`src/rtl/apple_bus_pkg.sv`:
```
// Shared constants, FSM state type and slot address decode for the Apple II bus master.
package apple_bus_pkg;

  localparam int unsigned CYC_SHORT = 32'd7;
  localparam int unsigned CYC_LONG  = 32'd8;
  localparam int unsigned PHI1_HIGH = 32'd4;
  localparam logic [6:0]  CYC_COUNT_LAST = 7'd64;

  localparam logic [15:0] DEVSEL_BASE = 16'hC080;
  localparam logic [15:0] IOSEL_BASE  = 16'hC000;
  localparam logic [15:0] IOSTRB_BASE = 16'hC800;

  typedef enum logic [1:0] {
    ST_IDLE = 2'd0,
    ST_ARM  = 2'd1,
    ST_BEAT = 2'd2
  } state_t;

  typedef struct packed {
    logic devsel;
    logic iosel;
    logic iostrb;
  } sel_t;

  // Active-high window hits; windows are disjoint for slots 1..7.
  function automatic sel_t decode(input logic [15:0] addr, input logic [2:0] slot);
    sel_t        hit;
    logic [15:0] dev_base;
    logic [15:0] io_base;
    dev_base   = DEVSEL_BASE + {9'd0, slot, 4'd0};
    io_base    = IOSEL_BASE + {5'd0, slot, 8'd0};
    hit.devsel = (addr[15:4] == dev_base[15:4]);
    hit.iosel  = (addr[15:8] == io_base[15:8]);
    hit.iostrb = (addr[15:11] == IOSTRB_BASE[15:11]);
    return hit;
  endfunction

endpackage

```
`src/rtl/apple_bus_timing.sv`:
```
// Free-running bus phase counter: 7 C7M clocks per cycle, 8 on every 65th when enabled.
module apple_bus_timing
  import apple_bus_pkg::*;
#(
  parameter int LONG_CYCLE = 1
) (
  input  logic       clk,
  input  logic       rst_n,
  output logic [2:0] p,
  output logic       last,
  output logic       phi1
);

  localparam logic [2:0] P_LAST_SHORT = 3'(CYC_SHORT - 32'd1);
  localparam logic [2:0] P_LAST_LONG  = 3'(CYC_LONG - 32'd1);
  localparam logic [2:0] P_PHI1_END   = 3'(PHI1_HIGH);

  logic [2:0] p_r;
  logic [6:0] cyc_r;
  logic       phi1_r;
  logic       long_s;
  logic       last_s;
  logic [2:0] p_next_s;

  // Next-phase and end-of-cycle decode.
  always_comb begin
    long_s = (LONG_CYCLE != 32'sd0) && (cyc_r == CYC_COUNT_LAST);
    if (long_s) begin
      last_s = (p_r == P_LAST_LONG);
    end else begin
      last_s = (p_r == P_LAST_SHORT);
    end
    if (last_s) begin
      p_next_s = 3'd0;
    end else begin
      p_next_s = p_r + 3'd1;
    end
  end

  // Phase, cycle count and PHI1 registers; PHI1 is registered from the next phase so it lines up with P.
  always_ff @(posedge clk or negedge rst_n) begin
    if (!rst_n) begin
      p_r    <= 3'd0;
      cyc_r  <= 7'd0;
      phi1_r <= 1'b1;
    end else begin
      p_r    <= p_next_s;
      phi1_r <= (p_next_s < P_PHI1_END);
      if (last_s) begin
        if (cyc_r == CYC_COUNT_LAST) begin
          cyc_r <= 7'd0;
        end else begin
          cyc_r <= cyc_r + 7'd1;
        end
      end
    end
  end

  assign p    = p_r;
  assign last = last_s;
  assign phi1 = phi1_r;

endmodule

```
`src/rtl/apple_bus_master.sv`:
```
// Apple II slot-bus initiator: request/ack front end running single or repeated-address bus cycles.
module apple_bus_master
  import apple_bus_pkg::*;
#(
  parameter int SLOT       = 5,
  parameter int LONG_CYCLE = 1
) (
  input  logic        C7M,
  input  logic        nRES,
  output logic        PHI1,
  output logic [15:0] A,
  output logic        nWE,
  output logic [7:0]  D_out,
  output logic        D_oe,
  input  logic [7:0]  D_in,
  output logic        nDEVSEL,
  output logic        nIOSEL,
  output logic        nIOSTRB,
  input  logic        req,
  input  logic [15:0] req_addr,
  input  logic        req_we,
  input  logic [7:0]  req_len,
  input  logic [7:0]  wr_data,
  output logic        busy,
  output logic        beat_valid,
  output logic [7:0]  beat_data,
  output logic        done
);

  localparam logic [2:0] SLOT_NUM = 3'(SLOT);
  // Selects and the write driver switch on the edge that enters PHI0.
  localparam logic [2:0] P_SEL = 3'(PHI1_HIGH - 32'd1);

  logic [2:0]  p_s;
  logic        last_s;
  sel_t        hit_s;

  state_t      state_r;
  logic [15:0] addr_r;
  logic        we_r;
  logic [7:0]  rem_r;
  logic [15:0] a_r;
  logic        nwe_r;
  logic [7:0]  dout_r;
  logic        doe_r;
  sel_t        nsel_r;
  logic        busy_r;
  logic        bv_r;
  logic [7:0]  bdata_r;
  logic        done_r;

  apple_bus_timing #(.LONG_CYCLE(LONG_CYCLE)) u_timing (
    .clk   (C7M),
    .rst_n (nRES),
    .p     (p_s),
    .last  (last_s),
    .phi1  (PHI1)
  );

  assign hit_s = decode(a_r, SLOT_NUM);

  // Transaction FSM and all registered bus/status outputs.
  always_ff @(posedge C7M or negedge nRES) begin
    if (!nRES) begin
      state_r <= ST_IDLE;
      addr_r  <= 16'h0000;
      we_r    <= 1'b0;
      rem_r   <= 8'd0;
      a_r     <= 16'h0000;
      nwe_r   <= 1'b1;
      dout_r  <= 8'h00;
      doe_r   <= 1'b0;
      nsel_r  <= 3'b111;
      busy_r  <= 1'b0;
      bv_r    <= 1'b0;
      bdata_r <= 8'h00;
      done_r  <= 1'b0;
    end else begin
      bv_r   <= 1'b0;
      done_r <= 1'b0;
      case (state_r)
        ST_IDLE: begin
          if (req) begin
            addr_r  <= req_addr;
            we_r    <= req_we;
            rem_r   <= (req_len == 8'd0) ? 8'd1 : req_len;
            busy_r  <= 1'b1;
            state_r <= ST_ARM;
          end
        end
        ST_ARM: begin
          if (last_s) begin
            a_r     <= addr_r;
            nwe_r   <= ~we_r;
            state_r <= ST_BEAT;
          end
        end
        ST_BEAT: begin
          if (p_s == P_SEL) begin
            nsel_r <= ~hit_s;
            doe_r  <= we_r;
            if (we_r) begin
              dout_r <= wr_data;
            end
          end else if (last_s) begin
            nsel_r <= 3'b111;
            doe_r  <= 1'b0;
            bv_r   <= 1'b1;
            if (!we_r) begin
              bdata_r <= D_in;
            end
            if (rem_r == 8'd1) begin
              done_r  <= 1'b1;
              busy_r  <= 1'b0;
              nwe_r   <= 1'b1;
              state_r <= ST_IDLE;
            end else begin
              rem_r <= rem_r - 8'd1;
              a_r   <= addr_r;
              nwe_r <= ~we_r;
            end
          end
        end
        default: begin
          busy_r  <= 1'b0;
          state_r <= ST_IDLE;
        end
      endcase
    end
  end

  assign A          = a_r;
  assign nWE        = nwe_r;
  assign D_out      = dout_r;
  assign D_oe       = doe_r;
  assign nDEVSEL    = nsel_r.devsel;
  assign nIOSEL     = nsel_r.iosel;
  assign nIOSTRB    = nsel_r.iostrb;
  assign busy       = busy_r;
  assign beat_valid = bv_r;
  assign beat_data  = bdata_r;
  assign done       = done_r;

endmodule

```
`config.mk`:
```
export PLATFORM = sky130hd
export DESIGN_NAME = apple_bus_master
export DESIGN_NICKNAME = d
export VERILOG_FILES = /design/src/rtl/apple_bus_pkg.sv /design/src/rtl/apple_bus_timing.sv /design/src/rtl/apple_bus_master.sv
export SDC_FILE = /design/constraint.sdc
export NUM_CORES = 1
export LEC_CHECK = 0
export BUFFER_PORTS_ARGS = -buffer_cell sky130_fd_sc_hd__buf_2
export CAP_MARGIN = 40
export CORE_MARGIN = 5
export CORE_UTILIZATION = 48
export CTS_CLUSTER_SIZE = 20
export DETAILED_ROUTE_END_ITERATION = 6
export GPL_TIMING_DRIVEN = 0
export PLACE_DENSITY = 0.72
export SETUP_SLACK_MARGIN = 0.4
export SLEW_MARGIN = 0
export SYNTH_ARGS = -nofsm -noshare
export SYNTH_HDL_FRONTEND = slang
export SYNTH_HIERARCHICAL = 1
export SYNTH_SLANG_ARGS = --single-unit
```
`constraint.sdc`:
```
create_clock -name C7M -period 3.1 [get_ports C7M]
set_input_delay 0.62 -clock C7M [delete_from_list [all_inputs] [get_ports C7M]]
set_output_delay 0.62 -clock C7M [all_outputs]
set_load 0.03 [all_outputs]
```
==> metrics.md <==
| Metric | Value |
|---|---|
| Largest net degree at the start of global routing | `55` |
| CTS tree | `yes` |
| R2r setup slk | `510 ps` |
| Final setup vio count | `0` |
| Layout Skew | `10.23 ps` |
| GRT Total Usage | `18.14%` |
| Final design utilization | `62.01%` |
| Hold-fix buffers, CTS | `0` |
| Deepest clock path buffer count | `2` |
| Top FF cell, synth | `dfrtp_1` |
| Yosys warnings | `6` |
| Starting Density | `50.01%` |
| Post-synthesis area per instance | `11.21 um2` |
| Antenna Cells | `0` |
| Fin nets | `474` |
| Htree depth | `3` |
| Synthesis-stage register bit count | `78` |
| Cell variety after synth | `49` |
| FILL cells | `612` |
| Synth async-reset ratio | `100.0%` |
| Share of layout cells above drive strength 1 | `37.67%` |
| Num CTS Buffers | `9` |
| Highest-count cells in the layout ignoring fill and taps | `buf_2 (90), dfrtp_1 (73), nand2_1 (42), o211ai_1 (32), mux2_2 (26)` |
| Met3 global-route usage | `5.743%` |
| Net Count, Synth | `376` |
| Worst R2R Start | `u_timing/cyc_r[5]$_DFFE_PN0N_` |
| Die area | `9485 um2` |
| Initial antenna violation count | `0` |
| Element type at the critical path start | `flop` |
| I/O pins | `85` |
| Reg clk slew, reported paths | `80 ps` |
| PwrDens | `1009 nW/um2` |
| DRC | `0` |
| Vias in the first global route | `2962` |
| Die Wd | `97.39 um` |
| Busiest grt layer | `met2` |
| Via density | `5.442` |
| R2R depth | `8` |
| CTS Root Cell | `clkbuf_8` |
| DR iter-0 viols | `166` |
| RSZ-0062 raised after global routing | `no` |
| Number of flops mapped to enable cells by yosys | `0` |
| Max Transition Viols Final | `0` |
| Post-DP Area | `4240 um2` |
| WL final | `8411 um` |
| Setup WS pre-CTS | `-22.65 ps` |
| Critical path capture point type | `flop` |
| Area occupied by multi-input gates | `1593 um2` |
| Routed vias | `2879` |
| HP Class | `in -> async` |
| Worst Max-Slew Pin Slew | `848.4 ps` |
| Global route overflow | `0` |
| Cell leakage power | `2.128 nW` |
| Die height | `97.39 um` |
| FF+latch area | `1958 um2` |
| Final number of hold-violating endpoints | `0` |
| P&R area growth vs syn | `23.99%` |
| Worst setup margin | `508.7 ps` |
| Fmax | `385.9 MHz` |
| Core area | `7331 um2` |
| Peak VDD IR | `0.6953 mV` |
| Pre-antenna DRT Iters | `4` |
| Post-layout min period | `2591 ps` |
| Part of the cycle the worst path needs | `83.59%` |
| Buffers on Ports | `84` |
| Max Cap Viol | `0` |
| FP Rows | `31` |
| Post-DP HPWL | `6073 um` |
| Post-route cell area | `4546 um2` |
| Antenna Nets Post-Route | `0` |
| Crit Path Max Fanout | `8` |
| Status | `finished clean` |
| CTS Sinks | `78` |
| First-pass GRT wire length | `14170 um` |
| Commonest non-fill, non-tap cell in the layout | `buf_2` |
| Placer Congestion | `0.8330` |
| Slew HR | `42.92%` |
| Cell count after placement | `511` |
| Met1 Resource Use GR | `22.18%` |
| Setup Crit Path Kind | `reg -> reg` |
| Sequential element share of the synthesized area | `53.41%` |
| Post-Syn Area | `3666 um2` |
| R2R Path End | `beat_data[5]$_DFFE_PN0P_` |
| Met2 Track Usage GR | `30.79%` |
| Synth Instances | `327` |
| Required @ worst endpoint | `3330 ps` |
| Arrival @ worst endpoint | `2820 ps` |
| Layout Cells excl Fill | `529` |
| Avg WL per Cell | `15.90 um` |
| Worst skew pair latency | `340 ps` |
==> metal layers <==
layer | wire length, um | part of all wire [%]
met5 | 0 | 0
met3 | 704 | 8.4
met1 | 3466 | 41
met4 | 48 | 0.57
met2 | 4191 | 50
==> cells by family (layout without fill, tap and decap cells) <==
group                    count (synthesis)  after routing  share of synthesized area [%]
multiplexers                            38             38                          12.83
flip-flops                              78             78                          53.41
XOR/XNOR                                 4              4                         0.9558
AND/OR/NAND/NOR                         98             98                          13.04
adder cells (fa/ha/maj)                  5              5                          1.706
buffers and inverters                   26            129                          3.584
AO/OA/AOI/OAI                           78             78                          14.47
==> where the power goes <==
part           total [mW]  switching [mW]  internal [mW]
Sequential           1.74           0.309           1.43
Combinational        1.87            1.15          0.722
Clock               0.977           0.360          0.617
Total                4.59            1.82           2.77
==> per-stage QoR <==
stage	power (mW)	hold slack (ps)	TNS (ps)
2_1_floorplan	3.045	324.4	0
3_3_place_gp	3.544	461.2	0
3_5_place_dp	3.621	467.3	-29.77
4_1_cts	4.613	168.0	0
5_1_grt	4.866	179.1	0
6_report	4.587	174.8	0
==> how the worst max path moves through the flow <==
stage / from / slack, ps / endpoint / depth (start not counted)
floorplan: u_timing/cyc_r[5]$_DFFE_PN0N_ / 560 / state_r[1]$_DFFE_PN0P_ / 9
global placement: u_timing/cyc_r[5]$_DFFE_PN0N_ / 40 / state_r[1]$_DFFE_PN0P_ / 9
detailed placement: u_timing/cyc_r[5]$_DFFE_PN0N_ / -20 / state_r[1]$_DFFE_PN0P_ / 9
CTS: u_timing/cyc_r[5]$_DFFE_PN0N_ / 480 / rem_r[6]$_DFFE_PN0P_ / 9
global route: u_timing/cyc_r[5]$_DFFE_PN0N_ / 430 / beat_data[5]$_DFFE_PN0P_ / 8
finish: u_timing/cyc_r[5]$_DFFE_PN0N_ / 510 / beat_data[5]$_DFFE_PN0P_ / 8
==> cell type report <==
class	instances	share of cell area [%]
buffer	17	2.422
clock buffer	10	2.808
clock inverter	6	2.945
inverter	9	0.7432
multi-input combinational	223	35.04
sequential	78	43.08
tap	99	2.725
timing repair buffer	87	10.24
==> flip-flops by register name, summed over array words and instances, names as in the netlist, 2 cells and up <==
name,cells
addr_r,16
A,16
D_out,8
u_timing/cyc_r,7
state_r,2
rem_r,8
u_timing/p,3
beat_data,8
==> critical path: stages, from the launching register on <==
cell and delay [ps]:
dfrtp_1 410, or4_4 550, or2_1 220, buf_2 170
mux2i_4 220, nand2_2 100, or3_1 340, buf_6 170
mux2_4 300
==> timing repair <==
item / CTS / global route
endpoints found under the setup margin: 29 / 28
buffers inserted: 1 / 1
cloned: 0 / 0
resized for setup: 5 / 7
pin swaps: 0 / 1
==> synth_stat cells, drive strengths merged, types with 2 or more instances <==
cell / count / area (um2)
and3b: 2 / 17.52
and2b: 2 / 15.01
nor3b: 2 / 15.01
nand2: 44 / 167.7
mux2i: 3 / 42.54
a21o: 3 / 22.52
inv: 9 / 33.78
nor2: 15 / 56.30
clkbuf: 7 / 26.28
a41oi: 2 / 17.52
mux2: 35 / 427.9
a32oi: 2 / 17.52
ha: 5 / 62.56
a21oi: 10 / 50.05
dfrtp: 73 / 1827
dfstp: 5 / 131.4
nand3b: 2 / 15.01
nor2b: 2 / 12.51
o21ai: 15 / 75.07
nor4: 4 / 25.02
nand3: 6 / 30.03
o211ai: 32 / 240.2
a31oi: 5 / 31.28
o2bb2ai: 3 / 26.28
and3: 4 / 25.02
xor2: 3 / 26.28
buf: 10 / 71.32
nand2b: 4 / 25.02
nor3: 3 / 15.01
(Power assumes the default switching activity.)
